==> src/rtl/cmp_pkg.sv <==
// cmp_pkg: shared FSM encoding and result codes for the bit-serial comparator
//   ST_*      : 2-bit controller state encoding (2'd3 is illegal, recovers to IDLE)
//   cmp_res_e : encoded compare result for consumers that want a single field
package cmp_pkg;
    localparam logic [1:0] ST_IDLE = 2'd0;
    localparam logic [1:0] ST_SCAN = 2'd1;
    localparam logic [1:0] ST_DONE = 2'd2;
    typedef enum logic [1:0] {RES_NONE, RES_EQ, RES_GT, RES_LT} cmp_res_e;
    function automatic cmp_res_e res_code(input logic eq, input logic gt, input logic lt);
        return eq ? RES_EQ : gt ? RES_GT : lt ? RES_LT : RES_NONE;
    endfunction
endpackage

==> src/rtl/serial_cmp_ctrl_bit_eq_cell.sv <==
// bit_eq_cell: combinational 1-bit equality cell
//   x, y : operand bits
//   z    : 1 when x == y
module bit_eq_cell (
    input  logic x,
    input  logic y,
    output logic z
);
    assign z = (~x & ~y) | (x & y);
endmodule

==> src/rtl/serial_cmp_ctrl.sv <==
// serial_cmp_ctrl: MSB-first bit-serial eq/gt/lt comparator built on one equality cell
//   clk, rst      : clock, asynchronous active-high reset
//   start, a, b   : compare request and operands, sampled when accepted in IDLE
//   busy, done    : busy in SCAN/DONE, one-cycle done pulse when results are valid
//   eq, gt, lt    : unsigned compare result, held until the next accepted start
//   cycles        : SCAN cycles spent by the last operation
module serial_cmp_ctrl
    import cmp_pkg::*;
#(
    parameter int WIDTH      = 8,
    parameter bit EARLY_EXIT = 1'b1,
    localparam int CW        = $clog2(WIDTH + 1)
) (
    input  logic             clk,
    input  logic             rst,
    input  logic             start,
    input  logic [WIDTH-1:0] a,
    input  logic [WIDTH-1:0] b,
    output logic             busy,
    output logic             done,
    output logic             eq,
    output logic             gt,
    output logic             lt,
    output logic [CW-1:0]    cycles
);
    localparam int IW = (WIDTH > 1) ? $clog2(WIDTH) : 1;
    logic [1:0]       state_q, state_d;
    logic [WIDTH-1:0] a_q, a_d, b_q, b_d;
    logic [IW-1:0]    idx_q, idx_d;
    logic [CW-1:0]    cycles_q, cycles_d;
    logic             mis_q, mis_d;
    logic             eq_q, eq_d, gt_q, gt_d, lt_q, lt_d;
    logic             busy_q, done_q;
    logic             z;
    logic             first_mis;
    bit_eq_cell u_cell (
        .x(a_q[idx_q]),
        .y(b_q[idx_q]),
        .z(z)
    );
    // only the most significant mismatch decides gt/lt
    assign first_mis = !z && !mis_q;
    always_comb begin
        state_d  = state_q;
        a_d      = a_q;
        b_d      = b_q;
        idx_d    = idx_q;
        cycles_d = cycles_q;
        mis_d    = mis_q;
        eq_d     = eq_q;
        gt_d     = gt_q;
        lt_d     = lt_q;
        case (state_q)
            ST_IDLE: if (start) begin
                a_d      = a;
                b_d      = b;
                idx_d    = IW'(WIDTH - 1);
                cycles_d = '0;
                mis_d    = 1'b0;
                eq_d     = 1'b0;
                gt_d     = 1'b0;
                lt_d     = 1'b0;
                state_d  = ST_SCAN;
            end
            ST_SCAN: begin
                cycles_d = cycles_q + CW'(1);
                if (first_mis) begin
                    gt_d  = a_q[idx_q];
                    lt_d  = !a_q[idx_q];
                    mis_d = 1'b1;
                end
                if (first_mis && EARLY_EXIT) state_d = ST_DONE;
                else if (idx_q == '0) begin
                    eq_d    = !mis_d;
                    state_d = ST_DONE;
                end else idx_d = idx_q - IW'(1);
            end
            ST_DONE: state_d = ST_IDLE;
            default: state_d = ST_IDLE;
        endcase
    end
    always_ff @(posedge clk or posedge rst) begin
        if (rst) begin
            state_q  <= ST_IDLE;
            a_q      <= '0;
            b_q      <= '0;
            idx_q    <= '0;
            cycles_q <= '0;
            mis_q    <= 1'b0;
            eq_q     <= 1'b0;
            gt_q     <= 1'b0;
            lt_q     <= 1'b0;
            busy_q   <= 1'b0;
            done_q   <= 1'b0;
        end else begin
            state_q  <= state_d;
            a_q      <= a_d;
            b_q      <= b_d;
            idx_q    <= idx_d;
            cycles_q <= cycles_d;
            mis_q    <= mis_d;
            eq_q     <= eq_d;
            gt_q     <= gt_d;
            lt_q     <= lt_d;
            busy_q   <= (state_d == ST_SCAN) || (state_d == ST_DONE);
            done_q   <= (state_d == ST_DONE);
        end
    end
    assign busy   = busy_q;
    assign done   = done_q;
    assign eq     = eq_q;
    assign gt     = gt_q;
    assign lt     = lt_q;
    assign cycles = cycles_q;
endmodule

==> config.mk <==
export PLATFORM = sky130hd
export DESIGN_NAME = serial_cmp_ctrl
export DESIGN_NICKNAME = d
export VERILOG_FILES = /design/src/rtl/cmp_pkg.sv /design/src/rtl/serial_cmp_ctrl_bit_eq_cell.sv /design/src/rtl/serial_cmp_ctrl.sv
export SDC_FILE = /design/constraint.sdc
export NUM_CORES = 1
export LEC_CHECK = 0
export BUFFER_PORTS_ARGS = -buffer_cell sky130_fd_sc_hd__clkbuf_2
export CORE_UTILIZATION = 54
export DETAILED_ROUTE_END_ITERATION = 16
export PLACE_DENSITY_LB_ADDON = 0.15
export SLEW_MARGIN = 20
export SYNTH_ARGS = -nofsm -noshare
export SYNTH_HDL_FRONTEND = slang
export SYNTH_SLANG_ARGS = --single-unit
==> constraint.sdc <==
create_clock -name clk -period 2.3 [get_ports clk]
set_input_delay 0.46 -clock clk [delete_from_list [all_inputs] [get_ports clk]]
set_output_delay 0.46 -clock clk [all_outputs]
set_load 0.05 [all_outputs]
# Word-level counts from Yosys, hierarchy flattened
# Cells that the tools add are included.
# Widths: inputs -> output; s select.
[totals]
input_bits = 19
regBits = 31
output_inout_bits = 9
[classes]
n_addsub = 2
bitwise = 5
n_eq_ne = 8
muxes = 25
n_reduce_logical = 14
n_lt_le_gt_ge = 1
[op_table]
columns = ["operator", "n"]
rows = [
  ["$ne 2x2->1 const B", 5],
  ["$mux 1", 9],
  ["$mux 3", 3],
  ["$pmux 1 s2", 4],
  ["$pmux 4 s2", 1],
  ["$reduce_and 4->1", 2],
  ["$bmux 1 s3", 2],
  ["$mux 2", 3],
  ["$pmux 3 s2", 1],
  ["$add 4x1->4 const B", 1],
  ["$eq 2x1->1 const B", 2],
  ["$logic_not 1->1", 4],
  ["$lt 3x4->1 const B", 1],
  ["$mux 4", 1],
  ["$pmux 2 s2", 1],
  ["$reduce_and 2->1", 2],
  ["$logic_not 3->1", 1],
  ["$reduce_and 3->1", 1],
  ["$sub 3x1->3 const B", 1],
  ["$and 1x1->1", 2],
  ["$eq 2x2->1 const B", 1],
  ["$logic_not 2->1", 1],
  ["$not 1->1", 2],
  ["$reduce_bool 2->1", 1],
  ["other kinds (3)", 3],
]

# Depth between registers and ports, before layout
[logic_depth]
depth_word = 13
mapped_depth = 8

# Modules after synthesis
# Synthesis repeated with hierarchy kept, for this count alone.
[hier_totals]
cells_unflattened = 126
hier_area_um2 = 1505.2
[by_module_without_submodules]
columns = ["module", "instances", "area_each_um2", "cells_each"]
rows = [
  ["serial_cmp_ctrl", 1, 1496.4, 125],
  ["bit_eq_cell", 1, 8.8, 1],
]

# Least setup slack after synthesis
# No wires, ideal clock.
[synth_path]
kind = "register to register"
startpoint = "register idx_q[0]"
endpoint = "register busy_q (netlist: busy)"
setup_time_ps = 63
t_arrival_ps = 2027
required_time_ps = 2237
slack_ps = 210
synth_period_minus_slack_ps = 2090
path_stages_with_launch = 9
path_cell_list = "dfrtp_1 > buf_2 > mux4_2 > mux2i_2 > xor2_2 > a21oi_1 > o21ai_1 > ha_1 > inv_1"
[synth_via]
elab_chain_len = 11
word_cells_on_any_way = 18
classes_between = "eq/ne (2); mux (7); bitwise (5); reduce/logical (4)"
[synth_lines]
columns = ["element", "line", "rtl"]
rows = [
  ["start, declared", "serial_cmp_ctrl.sv:29", "logic [IW-1:0] idx_q, idx_d;"],
  ["start signal, assigned", "serial_cmp_ctrl.sv:99", "idx_q <= idx_d;"],
  ["$bmux 1 s3, on equally long branches", "serial_cmp_ctrl.sv:37, serial_cmp_ctrl.sv:38", ""],
  ["$mux 1, on equally long branches", "serial_cmp_ctrl.sv:37, serial_cmp_ctrl.sv:38", ""],
  ["$not 1->1", "serial_cmp_ctrl_bit_eq_cell.sv:9", "assign z = (~x & ~y) | (x & y);"],
  ["$and 1x1->1", "serial_cmp_ctrl_bit_eq_cell.sv:9", ""],
  ["$or 1x1->1", "serial_cmp_ctrl_bit_eq_cell.sv:9", ""],
  ["$logic_not 1->1", "serial_cmp_ctrl.sv:42", "assign first_mis = !z && !mis_q;"],
  ["$logic_and 1x1->1", "serial_cmp_ctrl.sv:42", ""],
  ["$mux 2 (*)", "serial_cmp_ctrl.sv:72", "if (first_mis && EARLY_EXIT) state_d = ST_DONE;"],
  ["$pmux 2 s2 (*)", "serial_cmp_ctrl.sv:53", "case (state_q)"],
  ["$eq 2x1->1 or $eq 2x2->1 (tied branches)", "serial_cmp_ctrl.sv:105", "busy_q <= (state_d == ST_SCAN) || (state_d == ST_DONE);"],
  ["$logic_or 1x1->1 (*)", "serial_cmp_ctrl.sv:105", ""],
  ["end signal, assigned", "serial_cmp_ctrl.sv:105", ""],
  ["end, declared", "serial_cmp_ctrl.sv:33", "logic busy_q, done_q;"],
]
# Mark *: on every way between the ends. The rest lies on a longest branch, timed or not. The select of a mux whose other input is x is not followed.
# A chain may end at the register's enable or synchronous reset.

# Worst setup path after layout
[layout_path]
startpoint = "register idx_q[0]"
endpoint = "register idx_q[2]"
[layout_via]
elab_chain_len = 9
word_cells_on_any_way = 19
classes_between = "add/sub (1); eq/ne (2); mux (7); bitwise (5); reduce/logical (4)"
[layout_lines]
columns = ["element", "line"]
rows = [
  ["$bmux 1 s3, on equally long branches", "serial_cmp_ctrl.sv:37, serial_cmp_ctrl.sv:38"],
  ["$mux 1, on equally long branches", "serial_cmp_ctrl.sv:37, serial_cmp_ctrl.sv:38"],
  ["$not 1->1", "serial_cmp_ctrl_bit_eq_cell.sv:9"],
  ["$and 1x1->1", "serial_cmp_ctrl_bit_eq_cell.sv:9"],
  ["$or 1x1->1", "serial_cmp_ctrl_bit_eq_cell.sv:9"],
  ["$logic_not 1->1", "serial_cmp_ctrl.sv:42"],
  ["$logic_and 1x1->1", "serial_cmp_ctrl.sv:42"],
  ["$ne 2x2->1 (no source line)", "--"],
  ["$reduce_and 4->1 (no source line)", "--"],
]
# Parallel ways exist; a longest one is shown, timed or not. The select of a mux whose other input is x is not followed.

==> metrics.log <==
INFO  metric status = complete, no violations
INFO  metric holdBufCountCts = 0
INFO  metric report.final.slew_viol_count = 0
INFO  metric synth_seq_cells = 31
INFO  metric worstPathRequired = roughly 2.6 ns
INFO  metric synth.top_cell.area_share = 0.528
INFO  metric power_per_cell_area = 1660 nW/µm²
INFO  metric detailroute.via_count = around 1,100
INFO  metric cp-end-kind = register
INFO  metric remaining_drc_errors = 0
INFO  metric tightest_slew = roughly 0.7 ns
INFO  metric layout.filler_cells = 212
INFO  metric dp.final_hpwl = 2.00 mm
INFO  metric drt_pass1_iterations = 4
INFO  metric critical_path_depth = 6
INFO  metric grt_start_max_net_pins = 32
INFO  metric io_buffer_count = 27
INFO  metric path_class = register to register
INFO  metric clk_root_buffer_cell = clkbuf_4
INFO  metric synthTopCellsByArea = dfrtp_1 53%, nand2_1 15%, mux4_2 6.1%
INFO  metric grt_setup_unrepaired = false
INFO  metric post_synth_inst_count = 151
INFO  metric fp-row-count = 18
INFO  metric path_cells = mux4_2 -> mux2i_2 -> xor2_2 -> buf_4 -> a2111o_1 -> o211ai_1
INFO  metric area_delta_synth_final = 17.2%
INFO  metric synth.cell_area = 1470 µm²
INFO  metric dpl_cell_area = around 1600 µm²
INFO  metric die_span_y = 54.2 µm
INFO  metric floorplan.core_area = 2520 µm²
INFO  metric number_of_max_cap_violations = 0
INFO  metric crit_path_max_fanout = 6
INFO  metric regToRegStartpoint = idx_q[0]
INFO  metric number_of_antenna_violations_at_the_first_check_in_global_routing = 0
INFO  metric worst_path_max_delay_cell = mux4_2
INFO  metric drt-vias-per-instance = 5.24
INFO  metric grt_pass1_wl = roughly 4.6 mm
INFO  metric synth_sequential_area_ratio = 0.528
INFO  metric fin_crit = 2.11 ns
INFO  metric global_router_s_overall_resource_usage = 0.229
INFO  metric grt_remaining_overflow = 0
INFO  metric timing.reg2reg.worst_path_depth = 6
INFO  metric cts-root-to-sink-buffers = 2
INFO  metric critical-path-top-delay-family = multiplexers
INFO  metric final_layout_size_suffix_gt1_frac = 0.261
INFO  metric io_pins = 28
INFO  metric start_util = 0.582
INFO  metric finalCritPeriodShare = 0.917
INFO  metric worst_r2r_endpoint = idx_q[2]
INFO  metric regArea = 777 µm²
INFO  metric synth_cell_type_count = 30
INFO  metric timing.slew.headroom = 0.533
INFO  metric clock_skew = between 0.007 and 0.008 ns
INFO  metric critical-path-max-stage-delay = 0.53 ns
INFO  metric place_congestion = just under 0.8
INFO  metric finalWirelength = between 2 and 3 mm
INFO  metric reg2reg_slack = 0.19 ns
INFO  metric critPathBufInv = 1
INFO  metric ys_warn_count = 0
INFO  metric worst_hold_path_type = input port to asynchronous set/reset pin
INFO  metric routedWlPerCell = 13.0 µm
INFO  metric path_clk_slew = about 0.090 ns
INFO  metric syn_avg_cell_area = 9.73 µm²
INFO  metric finalCoreUtilization = 0.683
INFO  metric fmaxAchievable = roughly 0.47 GHz
INFO  metric inserted_clock_buffers = 5
INFO  metric chipWidth = approximately 54 µm
INFO  metric finalHoldViolCount = 0
INFO  metric antennaDiodeCount = 0
INFO  metric finalSetupViolCount = 0
INFO  metric fin_nets = roughly 210
INFO  metric vdd.ir_drop.worst = 1.05 mV
INFO  metric launch_point_of_the_worst_path = idx_q[0]
INFO  metric worstPathArrival = around 2.4 ns
INFO  metric fp.dieArea = between 2000 and 3000 µm²
INFO  metric multi_input_area = about 640 µm²
INFO  metric cellLeakagePower = 0.910 nW
INFO  metric cts_htree_levels = 2
INFO  metric cts_tree = yes
INFO  metric finish.instance_area = between 1500 and 2000 µm²
INFO  metric first_global_vias = ~1,000
INFO  metric route.antenna.remaining_nets = 0
INFO  metric endpoint = idx_q[2]
INFO  metric drtIter0Drc = 25
INFO  metric netlist.top_cell.by_area = dfrtp_1
INFO  metric fin_tns_setup = 0 ns
INFO  metric numClockSinks = 31
INFO  metric worst_skew_pair.late_latency = 0.34 ns
INFO  metric mappedNetlistNets = approximately 170
INFO  metric worstSetupStartpointType = register
==> worst min-delay path by stage <==
stage	start	endpoint	slack [ns]	depth (start not counted)
2_1_floorplan	a_q[2]	a_q[2]	0.44	2
3_3_place_gp	b_q[6]	b_q[6]	0.46	2
3_5_place_dp	a_q[6]	a_q[6]	0.47	2
4_1_cts	rst	b_q[0]	0.17	3
5_1_grt	rst	cycles[1]	0.20	3
6_report	rst	cycles[1]	0.17	3
==> cell usage after synthesis <==
cell type	n
nand3_1	5
nand4_1	1
inv_1	6
mux4_2	4
o2bb2ai_1	1
mux2i_4	1
xor2_2	1
buf_2	1
a21oi_1	4
o21ai_0	5
or3_1	1
and2_1	1
nand2_1	60
mux2i_1	2
a211o_1	1
nor3_1	1
o21ai_1	2
a211oi_1	1
dfrtp_1	31
nand2b_1	1
o31ai_2	1
o211ai_1	1
ha_1	4
mux2i_2	1
clkbuf_1	6
and4_1	1
a2111o_1	1
nor2_1	3
and3_1	1
nor2b_1	2
==> power by group <==
part           internal (mW)  switching (mW)
clock                  0.180           0.182
sequential             0.805           0.176
combinational          0.606           0.912
==> cell usage in the layout (no fill, tap or decap), types with 2 or more instances in the layout <==
| cell | Yosys | routed |
|---|---|---|
| mux2i_1 | 2 | 2 |
| mux4_2 | 4 | 4 |
| o21ai_1 | 2 | 2 |
| nand3_1 | 5 | 5 |
| o21ai_0 | 5 | 5 |
| clkbuf_4 | 0 | 5 |
| nand2_1 | 60 | 60 |
| clkbuf_2 | 0 | 27 |
| ha_1 | 4 | 4 |
| inv_1 | 6 | 6 |
| nor2b_1 | 2 | 2 |
| clkbuf_8 | 0 | 2 |
| buf_4 | 0 | 5 |
| a21oi_1 | 4 | 4 |
| nor2_1 | 3 | 3 |
| dfrtp_1 | 31 | 30 |
==> layout make-up <==
class | instances | share of cell area
Multi-Input combinational cell | 107 | 0.374
Sequential cell | 31 | 0.451
Clock buffer | 8 | 0.0400
Timing Repair Buffer | 32 | 0.100
Inverter | 6 | 0.0131
Tap cell | 30 | 0.0218
==> per-layer routing <==
| metal | up-vias | routed length [µm] | global-route usage |
|---|---|---|---|
| met5 | - | 0 | 0 |
| met4 | 0 | 41 | 0.0940 |
| met3 | 5 | 143 | 0.0847 |
| met2 | 30 | 1360 | 0.354 |
| met1 | 523 | 1240 | 0.287 |
| li1 | 564 | - | - |
==> worst min-delay path, cell delays in order <==
cell and delay, ns:
clkbuf_2 0.08, inv_1 0.04, buf_4 0.34
==> cells by family (layout without fill, tap and decap cells) <==
group,count (synthesis),in the layout,share of synthesized area
buffers and inverters,13,46,0.0341
adder cells (fa/ha/maj),4,4,0.0341
AO/OA/AOI/OAI,17,17,0.0758
multiplexers,8,8,0.0997
XOR/XNOR,1,1,0.0111
flip-flops,31,31,0.528
AND/OR/NAND/NOR,77,77,0.217
==> flip-flops by register name, summed over array words and instances, names as in the netlist <==
signal and cells:
a_q 8, b_q 8, cycles 4, idx_q 3, state_q 2, busy 1
done 1, eq 1, gt 1, lt 1, mis_q 1
==> stage by stage <==
step | power (mW) | cells | setup WS [ns] | hold WS [ns]
4_1_cts | 2.81 | 213 | 0.0958 | 0.171
6_report | 2.86 | 214 | 0.190 | 0.165
2_1_floorplan | 2.09 | 151 | 0.210 | 0.440
3_3_place_gp | 2.39 | 205 | 0.182 | 0.462
3_5_place_dp | 2.45 | 205 | 0.121 | 0.469
5_1_grt | 3.10 | 214 | 0.00280 | 0.201
==> repair_timing <==
| item | CTS | global route |
|---|---|---|
| endpoints found under the setup margin | 0 | 2 |
| buffers inserted | 0 | 1 |
| gates resized for setup | 0 | 1 |
(Power assumes the default switching activity.)
